File: config.mk
export PLATFORM = sky130hd
export DESIGN_NAME = input_buffer_fifo_flat
export DESIGN_NICKNAME = d
export VERILOG_FILES = /design/src/rtl/input_buffer_fifo_if.sv /design/src/rtl/input_buffer_fifo.sv /design/src/flat_wrapper.sv
export SDC_FILE = /design/constraint.sdc
export NUM_CORES = 1
export LEC_CHECK = 0
export ABC_AREA = 1
export BUFFER_PORTS_ARGS = -buffer_cell sky130_fd_sc_hd__buf_2
export CELL_PAD_IN_SITES_DETAIL_PLACEMENT = 0
export CELL_PAD_IN_SITES_GLOBAL_PLACEMENT = 1
export CORE_ASPECT_RATIO = 1.1
export CORE_UTILIZATION = 30
export DETAILED_ROUTE_END_ITERATION = 6
export GPL_TIMING_DRIVEN = 0
export MAX_ROUTING_LAYER = met4
export PLACE_DENSITY_LB_ADDON = 0.1
export SYNTH_ARGS = -nofsm -noshare
export SYNTH_HDL_FRONTEND = slang
export SYNTH_SLANG_ARGS = --single-unit
File: constraint.sdc
create_clock -name clk -period 5.9 [get_ports clk]
set_input_delay 1.18 -clock clk [delete_from_list [all_inputs] [get_ports clk]]
set_output_delay 1.18 -clock clk [all_outputs]
set_load 0.01 [all_outputs]
File: src/rtl/input_buffer_fifo_if.sv
// Handshake bundle between the upstream router, the input buffer and the output flow-control stage.
// Error flags exist only when INBUF_ERR_EN is defined.
interface input_buffer_fifo_if #(
  parameter int DATA_WIDTH = 32,
  parameter int ADDR_WIDTH = 2
);
  logic                  val_in;
  logic [DATA_WIDTH-1:0] data_in;
  logic                  ret;
  logic                  read;
  logic                  empty;
  logic [DATA_WIDTH-1:0] data_out;
  logic [ADDR_WIDTH:0]   count;
`ifdef INBUF_ERR_EN
  logic                  overflow_err;
  logic                  underflow_err;
`endif

  modport master (
    output val_in, data_in, read,
    input  ret, empty, data_out, count
`ifdef INBUF_ERR_EN
    , input overflow_err, underflow_err
`endif
  );

  modport slave (
    input  val_in, data_in, read,
    output ret, empty, data_out, count
`ifdef INBUF_ERR_EN
    , output overflow_err, underflow_err
`endif
  );
endinterface

File: src/rtl/input_buffer_fifo.sv
// Router input-port FWFT buffer with val/ret upstream handshake and read-pop downstream.
// Optional sticky overflow/underflow flags are built when INBUF_ERR_EN is defined.
module input_buffer_fifo #(
  parameter int DATA_WIDTH = 32,
  parameter int DEPTH      = 4,
  parameter int ADDR_WIDTH = 2
) (
  input logic                clk,
  input logic                rst_n,
  input_buffer_fifo_if.slave bus
);
  localparam logic [ADDR_WIDTH:0]   FULL_CNT = (ADDR_WIDTH+1)'(DEPTH);
  localparam logic [ADDR_WIDTH:0]   CNT_ONE  = (ADDR_WIDTH+1)'(1);
  localparam logic [ADDR_WIDTH-1:0] PTR_ONE  = ADDR_WIDTH'(1);

  logic [DATA_WIDTH-1:0] mem_q [DEPTH];
  logic [ADDR_WIDTH-1:0] wr_ptr_q, wr_ptr_d;
  logic [ADDR_WIDTH-1:0] rd_ptr_q, rd_ptr_d;
  logic [ADDR_WIDTH:0]   count_q, count_d;
  logic                  full_s;
  logic                  empty_s;
  logic                  do_rd_s;
  logic                  wr_en_s;

  assign full_s  = (count_q == FULL_CNT);
  assign empty_s = (count_q == '0);
  // A pop at full frees a slot in the same edge, so a simultaneous write is accepted.
  assign do_rd_s = bus.read && !empty_s;
  assign wr_en_s = bus.val_in && (!full_s || do_rd_s);

  // Next-state pointers and occupancy.
  always_comb begin
    wr_ptr_d = wr_ptr_q;
    rd_ptr_d = rd_ptr_q;
    count_d  = count_q;
    if (wr_en_s) begin
      wr_ptr_d = wr_ptr_q + PTR_ONE;
    end else begin
      wr_ptr_d = wr_ptr_q;
    end
    if (do_rd_s) begin
      rd_ptr_d = rd_ptr_q + PTR_ONE;
    end else begin
      rd_ptr_d = rd_ptr_q;
    end
    case ({wr_en_s, do_rd_s})
      2'b10:   count_d = count_q + CNT_ONE;
      2'b01:   count_d = count_q - CNT_ONE;
      default: count_d = count_q;
    endcase
  end

  // Pointer and occupancy registers.
  always_ff @(posedge clk or negedge rst_n) begin
    if (!rst_n) begin
      wr_ptr_q <= '0;
      rd_ptr_q <= '0;
      count_q  <= '0;
    end else begin
      wr_ptr_q <= wr_ptr_d;
      rd_ptr_q <= rd_ptr_d;
      count_q  <= count_d;
    end
  end

  // Flit storage; cleared on reset so data_out reads zero afterwards.
  always_ff @(posedge clk or negedge rst_n) begin
    if (!rst_n) begin
      for (int i = 0; i < DEPTH; i++) begin
        mem_q[i] <= '0;
      end
    end else if (wr_en_s) begin
      mem_q[wr_ptr_q] <= bus.data_in;
    end
  end

  assign bus.empty    = empty_s;
  assign bus.ret      = full_s;
  assign bus.count    = count_q;
  assign bus.data_out = mem_q[rd_ptr_q];

`ifdef INBUF_ERR_EN
  logic overflow_q, overflow_d;
  logic underflow_q, underflow_d;

  // Sticky error detection.
  always_comb begin
    overflow_d  = overflow_q;
    underflow_d = underflow_q;
    if (bus.val_in && full_s && !do_rd_s) begin
      overflow_d = 1'b1;
    end else begin
      overflow_d = overflow_q;
    end
    if (bus.read && empty_s) begin
      underflow_d = 1'b1;
    end else begin
      underflow_d = underflow_q;
    end
  end

  // Error flag registers, cleared only by reset.
  always_ff @(posedge clk or negedge rst_n) begin
    if (!rst_n) begin
      overflow_q  <= 1'b0;
      underflow_q <= 1'b0;
    end else begin
      overflow_q  <= overflow_d;
      underflow_q <= underflow_d;
    end
  end

  assign bus.overflow_err  = overflow_q;
  assign bus.underflow_err = underflow_q;
`endif
endmodule

File: src/flat_wrapper.sv
// flat-port wrapper written by rule: the top's interface ports become plain ports
module input_buffer_fifo_flat 
#(
  parameter int DATA_WIDTH = 32,
  parameter int DEPTH      = 4,
  parameter int ADDR_WIDTH = 2
)
  (clk, rst_n, bus_val_in, bus_data_in, bus_read, bus_ret, bus_empty, bus_data_out, bus_count);
  input_buffer_fifo_if #(.DATA_WIDTH(DATA_WIDTH), .ADDR_WIDTH(ADDR_WIDTH)) bus_i ();
  input logic clk;
  input logic rst_n;
  input wire logic [$bits(bus_i.val_in)-1:0] bus_val_in;
  input wire logic [$bits(bus_i.data_in)-1:0] bus_data_in;
  input wire logic [$bits(bus_i.read)-1:0] bus_read;
  output wire logic [$bits(bus_i.ret)-1:0] bus_ret;
  output wire logic [$bits(bus_i.empty)-1:0] bus_empty;
  output wire logic [$bits(bus_i.data_out)-1:0] bus_data_out;
  output wire logic [$bits(bus_i.count)-1:0] bus_count;
  assign bus_i.val_in = bus_val_in;
  assign bus_i.data_in = bus_data_in;
  assign bus_i.read = bus_read;
  assign bus_ret = bus_i.ret;
  assign bus_empty = bus_i.empty;
  assign bus_data_out = bus_i.data_out;
  assign bus_count = bus_i.count;
  input_buffer_fifo #(.DATA_WIDTH(DATA_WIDTH), .DEPTH(DEPTH), .ADDR_WIDTH(ADDR_WIDTH)) u_core (.clk(clk), .rst_n(rst_n), .bus(bus_i));
endmodule
==> impl_metrics.ini <==
[run_status]
status = complete, no violations

[run]
cap_violations = 0

[worst_setup_path]
worst_setup_path_start_kind = flop
arrival_ns = 2.16
worstPathRequired_ns = 4.72
critPathLaunch = u_core.rd_ptr_q[0]$_DFFE_PN0P_
path_max_fanout = 10
reg2reg_from = u_core.bus.count[1]$_DFFE_PN0P_
critPathKind = reg -> out
crit_path_end_kind = output pin

[route]
drc_errors = 0
postRouteAntennaNets = 0
drt_iter0_markers = 366
routed_wl_mm = 23.0
wl_per_cell_um = 19.2
route.vias.total = 6096
vias_per_cell = 5.10
drtPass1Iterations = 5

[cells_and_area]
drive_gt1_share_pct = 17.0
syn_to_final_growth_pct = 21.5
register_area_um2 = 3380
nFillCells = 2284
nets = 935
mostFrequentLayoutCells = nand2_1 (267), dfrtp_1 (135), nand4_1 (128), buf_2 (110), nor2_1 (64)
final_common_cell = nand2_1
diodes = 0
multi_input_area_um2 = 2780
stdcell_count = 1196

[placed_design]
io_buffers = 71
gp_congestion = 0.756
dp.cells = 1164
dp_hpwl_mm = 15.7

[timing]
maxSlewViolCount = 0
fmax_ghz = 0.299
setup_viol = 0
post-route-period-util_pct = 56.7
hold_viol_final = 0
tightestPinTransition_ns = 0.682
setup_tns_ns = 0
skew_ns = 0.00951
rsz0062_at_grt = false
slew_headroom_pct = 54.5
min_period_ns = 3.34

[cts]
cts_setup_buffers = 0
cts_hold_buf = 0
clkLatencyLatePin_ns = 0.42
ctsResizeCount = 0
clk_pin_slew_worst_paths_ns = 0.06
clockBufferDepth = 2
clkSinkCount = 135
cts_made_buffers = 17
cts_tree = yes
cts.htree.levels = 4
clock-root-buffer = clkbuf_16

[logic_synthesis]
syn_avg_cell_area_um2 = 8.17
yosys.area.top_type_share_pct = 51.5
syn_area_um2 = 6560
yosysSeqAreaShare_pct = 51.5
synth_seq_cells = 135
synthCells = 802
synthesis.nets = 844
synth.distinct_cells = 23
synth_warnings = 0
ys_top_cells_by_area = dfrtp_1 (52%), nand2_1 (15%), nand4_1 (12%)
netlist.top_cell.by_area = dfrtp_1

[pwr]
p_leak_nw = 3.98
ir_worst_vdd_mv = 0.203
power_density_nw_per_um2 = 613

[floorplanning]
fp.dieH_um = 157
num_rows = 56
ioPinCount = 73
core_area_um2 = 21400
start_util_pct = 30.7
die-area_um2 = 22400
die_x_um = 143

[grt]
grt-ovfl-total = 0
grt_pass1_vias = 6290
grt_pass1_wl_mm = 36.3
antenna_found_initial = 0
grt_max_degree = 84
grt.total_usage_pct = 22.5

[worst_hold_path]
holdCritStartpoint = u_core.mem_q[41]$_DFFE_PN0P_
hold_path.class = reg -> reg
==> flip-flops by register name (all words and copies together) (netlist names) <==
signal,flops
u_core.bus.count,3
u_core.mem_q,128
u_core.rd_ptr_q,2
u_core.wr_ptr_q,2
==> worst max-delay path: stages, from the launching register on <==
cell and delay, ns:
dfrtp_1 0.39, buf_2 0.21, inv_2 0.07, clkbuf_1 0.47, nor2_1 0.08, o22ai_1 0.33, buf_2 0.20
==> cell families (layout without fill, tap and decap cells) <==
kind of cell | Yosys count | count (layout) | share of synthesized area (%)
xor gates and xnor gates | 4 | 4 | 0.535
buffers and inverters | 90 | 194 | 6.09
DFF | 135 | 135 | 51.5
AOI/OAI and AO/OA | 98 | 98 | 8.09
and+or+nand+nor | 469 | 469 | 32.5
adders and majority gates | 6 | 6 | 1.26
==> cell type report <==
type,count,area share [%]
buffer,78,4.45
inverter,12,0.566
clock inverter,12,2.50
tap,290,4.56
clock buffer,20,5.74
timing repair buffer,72,4.89
multi-input combinational,577,34.9
sequential,135,42.4
==> synth_stat cells, drive strengths merged <==
master and instances:
nand3 7, nor3 1, buf 56, nand4 128, xor2 2, clkbuf 22, nor2 65, fa 1
xnor2 2, ha 5, nand2 267, o21ai 66, inv 12, nand3b 1, o22ai 32, dfrtp 135
==> per-stage QoR <==
stage / util, % / worst slack [ns] / cell area, um2 / power [mW] / hold slack, ns
2_1_floorplan: - / 3.26 / 6560 / 2.88 / 0.437
3_3_place_gp: 34.0 / 1.53 / 7270 / 3.68 / 0.450
3_5_place_dp: 34.2 / 2.91 / 7310 / 3.71 / 0.453
4_1_cts: 37.3 / 2.57 / 7960 / 4.93 / 0.468
5_1_grt: 37.3 / 2.44 / 7960 / 5.28 / 0.482
6_report: 37.3 / 2.56 / 7960 / 4.88 / 0.464
==> layer usage <==
layer,wire [um],vias to the layer above,GRT usage (%)
li1,-,2929,-
met4,447,0,7.63
met5,0,-,-
met1,10900,2972,29.8
met3,883,31,3.32
met2,10800,164,35.0
==> worst paths after layout <==
path | endpoint | slack [ns] | depth (start not counted)
max in group asynchronous | u_core.mem_q[50]$_DFFE_PN0P_ | 4.36 | 2
min reg2reg | u_core.mem_q[41]$_DFFE_PN0P_ | 0.46 | 2
max reg2reg | u_core.bus.count[2]$_DFFE_PN0P_ | 3.64 | 10
min | u_core.mem_q[41]$_DFFE_PN0P_ | 0.46 | 2
max | bus_data_out[31] | 2.56 | 6
min in group asynchronous | u_core.mem_q[2]$_DFFE_PN0P_ | 0.71 | 1
==> report_power, final <==
group          leakage (nW)  total (mW)  switching, mW  internal (mW)
Sequential             1.69        1.58          0.230           1.35
Clock                 0.320        1.20          0.424          0.773
Combinational          1.97        2.10           1.39          0.704
Power figures use the tool's default switching activity.
